===== src/rtl/focus_phase_buffer_if.sv =====
// Calculator-to-buffer phase stream plus the PWM-side read port and status.
// master: calculator/readout side, slave: the ping-pong buffer.
interface focus_phase_buffer_if #(
    parameter int PHASE_W = 8
);
    logic               START;
    logic [PHASE_W-1:0] PHASE_IN;
    logic               PHASE_VALID;
    logic               CLR_ERR;
    logic [7:0]         RD_ADDR;
    logic [PHASE_W-1:0] RD_PHASE;
    logic               BANK_SEL;
    logic               UPDATE;
    logic               BUSY;
    logic [15:0]        FRAME_CNT;
    logic               OVERFLOW;
    logic               SHORT_FRAME;

    modport master (
        output START, PHASE_IN, PHASE_VALID, CLR_ERR, RD_ADDR,
        input  RD_PHASE, BANK_SEL, UPDATE, BUSY, FRAME_CNT, OVERFLOW, SHORT_FRAME
    );

    modport slave (
        input  START, PHASE_IN, PHASE_VALID, CLR_ERR, RD_ADDR,
        output RD_PHASE, BANK_SEL, UPDATE, BUSY, FRAME_CNT, OVERFLOW, SHORT_FRAME
    );
endinterface


===== src/rtl/focus_phase_buffer.sv =====
// Ping-pong phase buffer: the calculator fills the shadow bank, a completed
// frame is swapped in atomically, and the output stage reads the active bank.
module focus_phase_buffer #(
    parameter int TRANS_NUM = 249,
    parameter int PHASE_W   = 8
) (
    input  logic                 CLK,
    input  logic                 RST,
    focus_phase_buffer_if.slave  bus
);
    localparam int              AW   = (TRANS_NUM > 1) ? $clog2(TRANS_NUM) : 1;
    localparam logic [7:0]      LAST = 8'(TRANS_NUM - 1);
    localparam logic [8:0]      NUM9 = 9'(TRANS_NUM);

    typedef enum logic [1:0] {IDLE, FILL, COMMIT} state_t;

    state_t             state, state_nx;
    logic [7:0]         wr_idx, wr_idx_nx;
    logic [7:0]         wr_addr;
    logic               wr_en, commit, ovf_ev, short_ev;
    logic               bank_sel, valid_seen, overflow, short_frame;
    logic [15:0]        frame_cnt;
    logic [PHASE_W-1:0] bank0 [0:TRANS_NUM-1];
    logic [PHASE_W-1:0] bank1 [0:TRANS_NUM-1];
    logic [PHASE_W-1:0] rd_raw;
    logic               rd_ok;

    always_ff @(posedge CLK or posedge RST) begin
        if (RST) state <= IDLE;
        else     state <= state_nx;
    end

    // START always wins: restart at index 0, consuming a same-cycle strobe.
    always_comb begin
        state_nx  = state;
        wr_idx_nx = wr_idx;
        wr_addr   = wr_idx;
        wr_en     = 1'b0;
        commit    = 1'b0;
        ovf_ev    = 1'b0;
        short_ev  = 1'b0;
        if (bus.START) begin
            state_nx  = FILL;
            wr_addr   = '0;
            wr_en     = bus.PHASE_VALID;
            wr_idx_nx = bus.PHASE_VALID ? 8'd1 : 8'd0;
            short_ev  = (state == FILL) && (wr_idx != 8'd0);
        end else begin
            case (state)
                IDLE:   ovf_ev = bus.PHASE_VALID;
                FILL: begin
                    if (bus.PHASE_VALID) begin
                        wr_en = 1'b1;
                        if (wr_idx == LAST) begin
                            commit    = 1'b1;
                            state_nx  = COMMIT;
                            wr_idx_nx = '0;
                        end else begin
                            wr_idx_nx = wr_idx + 8'd1;
                        end
                    end
                end
                COMMIT: begin
                    state_nx = IDLE;
                    ovf_ev   = bus.PHASE_VALID;
                end
                default: state_nx = IDLE;
            endcase
        end
    end

    // The swap is registered on the last write, so the COMMIT cycle already
    // presents the new bank and the next read samples it.
    always_ff @(posedge CLK or posedge RST) begin
        if (RST) begin
            wr_idx      <= '0;
            bank_sel    <= 1'b0;
            frame_cnt   <= '0;
            valid_seen  <= 1'b0;
            overflow    <= 1'b0;
            short_frame <= 1'b0;
        end else begin
            wr_idx      <= wr_idx_nx;
            overflow    <= ovf_ev   | (overflow    & ~bus.CLR_ERR);
            short_frame <= short_ev | (short_frame & ~bus.CLR_ERR);
            if (commit) begin
                bank_sel   <= ~bank_sel;
                frame_cnt  <= frame_cnt + 16'd1;
                valid_seen <= 1'b1;
            end
        end
    end

    always_ff @(posedge CLK) begin
        if (wr_en) begin
            if (bank_sel) bank0[wr_addr[AW-1:0]] <= bus.PHASE_IN;
            else          bank1[wr_addr[AW-1:0]] <= bus.PHASE_IN;
        end
    end

    // Raw RAM read stays unreset; a reset-able qualifier masks it to zero.
    always_ff @(posedge CLK) begin
        rd_raw <= bank_sel ? bank1[bus.RD_ADDR[AW-1:0]] : bank0[bus.RD_ADDR[AW-1:0]];
    end

    always_ff @(posedge CLK or posedge RST) begin
        if (RST) rd_ok <= 1'b0;
        else     rd_ok <= valid_seen && ({1'b0, bus.RD_ADDR} < NUM9);
    end

    assign bus.RD_PHASE    = rd_ok ? rd_raw : '0;
    assign bus.BANK_SEL    = bank_sel;
    assign bus.UPDATE      = (state == COMMIT);
    assign bus.BUSY        = (state == FILL);
    assign bus.FRAME_CNT   = frame_cnt;
    assign bus.OVERFLOW    = overflow;
    assign bus.SHORT_FRAME = short_frame;
endmodule


===== src/flat_wrapper.sv =====
// flat-port wrapper written by rule: the top's interface ports become plain ports
module focus_phase_buffer_flat 
#(
    parameter int TRANS_NUM = 249,
    parameter int PHASE_W   = 8
)
  (CLK, RST, bus_START, bus_PHASE_IN, bus_PHASE_VALID, bus_CLR_ERR, bus_RD_ADDR, bus_RD_PHASE, bus_BANK_SEL, bus_UPDATE, bus_BUSY, bus_FRAME_CNT, bus_OVERFLOW, bus_SHORT_FRAME);
  focus_phase_buffer_if #(.PHASE_W(PHASE_W)) bus_i ();
  input  logic CLK;
  input  logic RST;
  input wire logic [$bits(bus_i.START)-1:0] bus_START;
  input wire logic [$bits(bus_i.PHASE_IN)-1:0] bus_PHASE_IN;
  input wire logic [$bits(bus_i.PHASE_VALID)-1:0] bus_PHASE_VALID;
  input wire logic [$bits(bus_i.CLR_ERR)-1:0] bus_CLR_ERR;
  input wire logic [$bits(bus_i.RD_ADDR)-1:0] bus_RD_ADDR;
  output wire logic [$bits(bus_i.RD_PHASE)-1:0] bus_RD_PHASE;
  output wire logic [$bits(bus_i.BANK_SEL)-1:0] bus_BANK_SEL;
  output wire logic [$bits(bus_i.UPDATE)-1:0] bus_UPDATE;
  output wire logic [$bits(bus_i.BUSY)-1:0] bus_BUSY;
  output wire logic [$bits(bus_i.FRAME_CNT)-1:0] bus_FRAME_CNT;
  output wire logic [$bits(bus_i.OVERFLOW)-1:0] bus_OVERFLOW;
  output wire logic [$bits(bus_i.SHORT_FRAME)-1:0] bus_SHORT_FRAME;
  assign bus_i.START = bus_START;
  assign bus_i.PHASE_IN = bus_PHASE_IN;
  assign bus_i.PHASE_VALID = bus_PHASE_VALID;
  assign bus_i.CLR_ERR = bus_CLR_ERR;
  assign bus_i.RD_ADDR = bus_RD_ADDR;
  assign bus_RD_PHASE = bus_i.RD_PHASE;
  assign bus_BANK_SEL = bus_i.BANK_SEL;
  assign bus_UPDATE = bus_i.UPDATE;
  assign bus_BUSY = bus_i.BUSY;
  assign bus_FRAME_CNT = bus_i.FRAME_CNT;
  assign bus_OVERFLOW = bus_i.OVERFLOW;
  assign bus_SHORT_FRAME = bus_i.SHORT_FRAME;
  focus_phase_buffer #(.TRANS_NUM(TRANS_NUM), .PHASE_W(PHASE_W)) u_core (.CLK(CLK), .RST(RST), .bus(bus_i));
endmodule

===== config.mk =====
export PLATFORM = sky130hd
export DESIGN_NAME = focus_phase_buffer_flat
export DESIGN_NICKNAME = d
export VERILOG_FILES = /design/src/rtl/focus_phase_buffer_if.sv /design/src/rtl/focus_phase_buffer.sv /design/src/flat_wrapper.sv
export SDC_FILE = /design/constraint.sdc
export NUM_CORES = 2
export LEC_CHECK = 0
export BUFFER_PORTS_ARGS = -buffer_cell sky130_fd_sc_hd__buf_2
export CORE_ASPECT_RATIO = 0.5
export CORE_UTILIZATION = 55
export CTS_BUF_LIST = sky130_fd_sc_hd__clkbuf_2
export DETAILED_ROUTE_END_ITERATION = 8
export PLACE_DENSITY = 0.82
export SETUP_SLACK_MARGIN = 0.2
export SKIP_LAST_GASP = 1
export SYNTH_ARGS = -nofsm -noshare
export SYNTH_HDL_FRONTEND = slang
export SYNTH_SLANG_ARGS = --single-unit

===== constraint.sdc =====
create_clock -name CLK -period 2.6 [get_ports CLK]
set_input_delay 0 -clock CLK [delete_from_list [all_inputs] [get_ports CLK]]
set_output_delay 0 -clock CLK [all_outputs]
set_load 0.05 [all_outputs]

# Yosys cells after proc, flatten, opt, wreduce, memory -nomap -nowiden
# Memory sizes are Yosys's and may differ from the RTL's.
# Cells that the tools add are included.
[word_totals]
output_inout_bits = 29
rom_bits = 0
elab_cells = 63
ramBits = 3984
ff_bits = 39
latchBits = 0
memories = 2
[classes]
n_shift = 0
div = 0
mul = 0
n_eq_ne = 6
n_mux = 28
order_cmp = 1
bitwise = 6
n_reduce_logical = 9
n_addsub = 2
[memory_table]
columns = ["memory", "words", "width", "read_ports", "rd_ports_with_merged_regs", "write_ports", "line_no", "text"]
rows = [
  ["u_core.bank0", 249, 8, 1, 0, 1, "focus_phase_buffer.sv:23", "logic [PHASE_W-1:0] bank0 [0:TRANS_NUM-1];"],
  ["u_core.bank1", 249, 8, 1, 0, 1, "focus_phase_buffer.sv:24", "logic [PHASE_W-1:0] bank1 [0:TRANS_NUM-1];"],
]
[op_table]
columns = ["op", "count"]
rows = [
  ["$mux 8", 7],
  ["$mux 1", 17],
  ["$add 16x1->16 const B", 1],
  ["$add 8x1->8 const B", 1],
  ["$eq 8x8->1 const B", 1],
  ["$lt 8x8->1 const B", 1],
  ["$reduce_bool 8->1", 1],
  ["$mux 2", 3],
  ["$pmux 2 s2", 1],
  ["$reduce_bool 2->1", 2],
  ["$ne 3x2->1 const B", 1],
  ["$ne 3x3->1 const B", 1],
  ["$reduce_and 3->1", 1],
  ["$and 1x1->1", 2],
  ["$eq 2x1->1 const B", 1],
  ["$eq 2x2->1 const B", 1],
  ["$logic_and 1x1->1", 2],
  ["$logic_not 2->1", 1],
  ["$ne 2x2->1 const B", 1],
  ["$not 1->1", 2],
  ["$or 1x1->1", 2],
  ["$reduce_and 2->1", 1],
  ["$reduce_or 2->1", 1],
]

# Logic depth before layout (Yosys ltp)
[logic_depth]
ltp_word = 5
depth_mapped = 13
mapped_depth_nobuf = 8

# Worst setup path after synthesis
# Ideal clock, no wire load.
[synth_path]
path_kind = "register to register"
startpoint = "reg u_core.state[0]"
endpoint = "mem u_core.bank0[134][0] (enable)"
synth_period_minus_slack_ns = 3.104
setup_slack_ns = -0.504
stages_incl_launch_ff = 10
n_path_buf = 4
setup_ns = 0.370
t_arrival_ns = 2.734
t_required_ns = 2.230
cell_sequence = "dfrtp_1 > nor2b_1 > clkbuf_1 > o21ai_1 > clkbuf_1 > nor2_1 > clkbuf_1 > nand3_1 > clkbuf_1 > nor2_1"
[synth_via]
elab_chain_cells = 5
[synth_rtl]
columns = ["element", "line_no", "text"]
rows = [
  ["start, declared", "focus_phase_buffer.sv:17", "state_t state, state_nx;"],
  ["start signal, assigned", "focus_phase_buffer.sv:30", "else state <= state_nx;"],
  ["$eq 2x1->1", "n/a", ""],
  ["net bus_BUSY", "flat_wrapper.sv:19", "output wire logic [$bits(bus_i.BUSY)-1:0] bus_BUSY;"],
  ["$mux 1", "focus_phase_buffer.sv:49", "case (state)"],
  ["$mux 1", "focus_phase_buffer.sv:42", "if (bus.START) begin"],
  ["$mux 1", "focus_phase_buffer.sv:95", "if (wr_en) begin"],
  ["$mux 1 (implied by the code)", "focus_phase_buffer.sv:96", "if (bank_sel) bank0[wr_addr[AW-1:0]] <= bus.PHASE_IN;"],
  ["end, declared", "focus_phase_buffer.sv:23", ""],
]
# The timed path passes the listed nets, and every way through them passes these cells.

# Final worst setup path
[layout_path]
startpoint = "reg u_core.rd_ok"
endpoint = "out bus_RD_PHASE[0]"
[layout_via]
elab_chain_cells = 1
[layout_rtl]
columns = ["element", "line_no", "text"]
rows = [
  ["start, declared", "focus_phase_buffer.sv:26", "logic rd_ok;"],
  ["start signal, assigned", "focus_phase_buffer.sv:108", "else rd_ok <= valid_seen && ({1'b0, bus.RD_ADDR} < NUM9);"],
  ["$mux 8", "focus_phase_buffer.sv:111", "assign bus.RD_PHASE = rd_ok ? rd_raw : '0;"],
  ["end, declared", "flat_wrapper.sv:16", "output wire logic [$bits(bus_i.RD_PHASE)-1:0] bus_RD_PHASE;"],
]
# No other way between the ends.

==> out/qor.yml <==
status: "complete, but fails checks"
violations: "design-rule violations, max-capacitance violations, max-slew violations, negative setup slack"
layout-drive-gt1-share: 0.413
pwr-share-clk: 0.320
synth_edf_count: 3984
hold_viol_final: 0
path_class: "flip-flop to output port"
synthFlopType: "edfxtp_1"
cts.sinks: 4023
place_ws_ps: -1100
final_common_cell: "edfxtp_1"
crit_arrival_ps: 2840
setup_violations: 13
seqPwrFrac: 0.610
viasPerCell: 6.75
postSynthCellCount: 7373
core_um2: 280000
cp.buffers_inverters: 1
p_int_mw: 87.7
rows: 137
grt_max_degree: 130
gp_congestion: 0.974
crit_fanout: 8
antenna_left: 0
maxCapViolations: 1
track_usage: 0.308
power_leakage_nw: 60.0
fin_ws_ps: -235
wl_per_cell_um: 33.9
slowest_delay_ps: 550
instances_no_fill: 13414
fp.dieW_um: 755
cp_data_required_time_ps: 2600
fin_skew_ps: 274
grt-ovfl-total: 0
cp-end-kind: "output port"
dpl_cell_area_um2: 171000
crit_chain: "and2_4 > buf_8"
clk_latency_ps: 1880
finalMaxSlewViolations: 7
fin_crit_sh: 1.09
yosysUniqueCellTypes: 84
crit_path_start_kind: "flip-flop"
cts_max_path_buffers: 4
hold_class: "input pin to flip-flop"
drc: 2
drt_iter0_markers: 15116
p_switching_mw: 28.9
antenna_found_initial: 18
totalPowerFinal_mw: 117
first_pass_iters: 9
area_delta_synth_final_pct: 16.4
nNetsFinal: 9147
htreeDepth: 6
ir_drop_uv: 352
num_vias: 90607
rsz0062_at_grt: "true"
path_clk_slew_ps: 130
cp_top_family: "flip-flops"
cts_tree: "built"
final_cell_mix: "3,984 x edfxtp_1, 1,208 x clkbuf_2, 1,037 x buf_4"
swShare: 0.248
syn_area_um2: 156000
num_io_pins: 50
worst_pin_slew_ps: 1500
design_area_um2: 182000
synth_area_per_cell_um2: 21.2
synth_warnings: 0
dp_hpwl_um: 287000
async_flop_share: 0.00771
power_frac_comb: 0.069
fmax_ghz: 0.353
hold_slack_ps: 216
synth_seq_area_share: 0.773
dp.cells: 11889
routed_wl_um: 455000
synth-seq-cells: 4023
grt_pass1_vias: 89235
die_area_um2: 286000
portBuffers: 49
power_density_nw_per_um2: 642
min_period_ps: 2840
cts_buffers: 818
grt_pass1_wl_um: 626000
relSlewSlack: -0.00840
final_core_util: 0.648
clock-root-buffer: "clkbuf_2"
setup_tns_ps: -2040
syn_nets: 7397
start_util: 0.556
die_h_um: 379
slowest_stage: "dfrtp_2"
worst min-delay path, stage by stage:
cell and delay [ps]:
dlygate4sd3_1 550, buf_2 150, dlygate4sd3_1 680, o21ai_4 160, buf_8 200, nor4_4 80
buf_6 170
final cells by class:
cell class,count,area (um2)
clock inverters,137,952
fillers,17090,98800
multi-input cells,2867,35500
repair buffers,1400,13800
well taps,3753,4700
inverters,13,58.8
diodes,13,32.5
flip-flops and latches,4023,121000
clock buffers,1208,6050
final timing paths:
kind	start	to	slack, ps	depth (start not counted)
hold / removal	bus_PHASE_VALID	u_core.bank0[207][5]	220	7
setup reg to reg	u_core.bank0[151][2]	u_core.rd_raw[2]	-210	7
max in group asynchronous	RST	u_core.rd_ok	1890	7
min in group asynchronous	RST	u_core.wr_idx[1]	400	7
hold reg to reg	u_core.valid_seen	u_core.valid_seen	510	1
setup / recovery	u_core.rd_ok	bus_RD_PHASE[0]	-240	2
sequential cells by signal (all words and copies together), names as in the netlist:
name	count
u_core.bus.FRAME_CNT	16
u_core.rd_raw	8
u_core.bus.OVERFLOW	1
u_core.state	2
u_core.wr_idx	8
u_core.bus.BANK_SEL	1
u_core.bank0	1992
u_core.valid_seen	1
u_core.bank1	1992
u_core.bus.SHORT_FRAME	1
u_core.rd_ok	1
logic make-up after synthesis:
| family | after synthesis | synth area share |
|---|---|---|
| adder cells (fa/ha/maj) | 3 | 0.000241 |
| AO/OA/AOI/OAI | 691 | 0.0310 |
| XOR/XNOR | 16 | 0.000898 |
| AND/OR/NAND/NOR | 941 | 0.0258 |
| buffers and inverters | 483 | 0.0174 |
| flip-flops | 4023 | 0.773 |
| multiplexers | 1216 | 0.152 |
repair_timing:
item	in CTS	in global routing
setup endpoints to repair	641	525
hold buffers	70	1
cloned	1	2
pin swaps	36	54
gates resized for setup	230	130
hold endpoints to repair	8038	1
buffers inserted	44	51
power by group through the flow:
stage               logic, mW  registers [mW]  clock network (mW)
CTS                      7.66            71.2                37.1
global route             8.13            71.2                40.2
finish                   8.09            71.2                37.3
detailed placement       7.39            72.7                   0
floorplan                3.33            72.7                   0
global placement         7.20            72.7                   0
layer usage:
metal / GRT usage / vias up / share of wire
met5: 0 / - / 0.0013
met4: 0.166 / 32 / 0.064
met3: 0.117 / 1789 / 0.16
met2: 0.465 / 8880 / 0.45
li1: - / 34696 / -
met1: 0.393 / 45210 / 0.32
Yosys cell counts, drive strengths merged, types with 4 or more instances:
master,instances,share of area
a22o,18,0.0010
o22ai,94,0.0038
a2111oi,10,0.00064
dfrtp,31,0.0050
nand4,8,0.00032
a32oi,10,0.00056
o21a,4,0.00019
dfxtp,8,0.0010
buf,265,0.012
mux2,15,0.0011
nor3b,4,0.00022
a22oi,129,0.0062
nand2b,11,0.00044
o21ai,80,0.0026
or3,24,0.00096
a211o,10,0.00057
mux4,915,0.13
a311oi,5,0.00028
clkbuf,205,0.0051
a211oi,36,0.0017
nor2b,20,0.00080
or2,4,0.00016
mux2i,286,0.018
a31oi,19,0.00076
o221ai,33,0.0019
inv,10,0.00024
xnor2,13,0.00073
o311ai,7,0.00039
a221o,5,0.00032
nor2,558,0.013
and2,19,0.00076
nor3,28,0.00090
a21oi,114,0.0037
and3,13,0.00052
nor4,9,0.00036
nand3,69,0.0022
edfxtp,3984,0.77
o211ai,14,0.00067
a221oi,64,0.0036
a21o,5,0.00024
nand2,157,0.0038
o31ai,6,0.00029
Power figures use the tool's default switching activity.
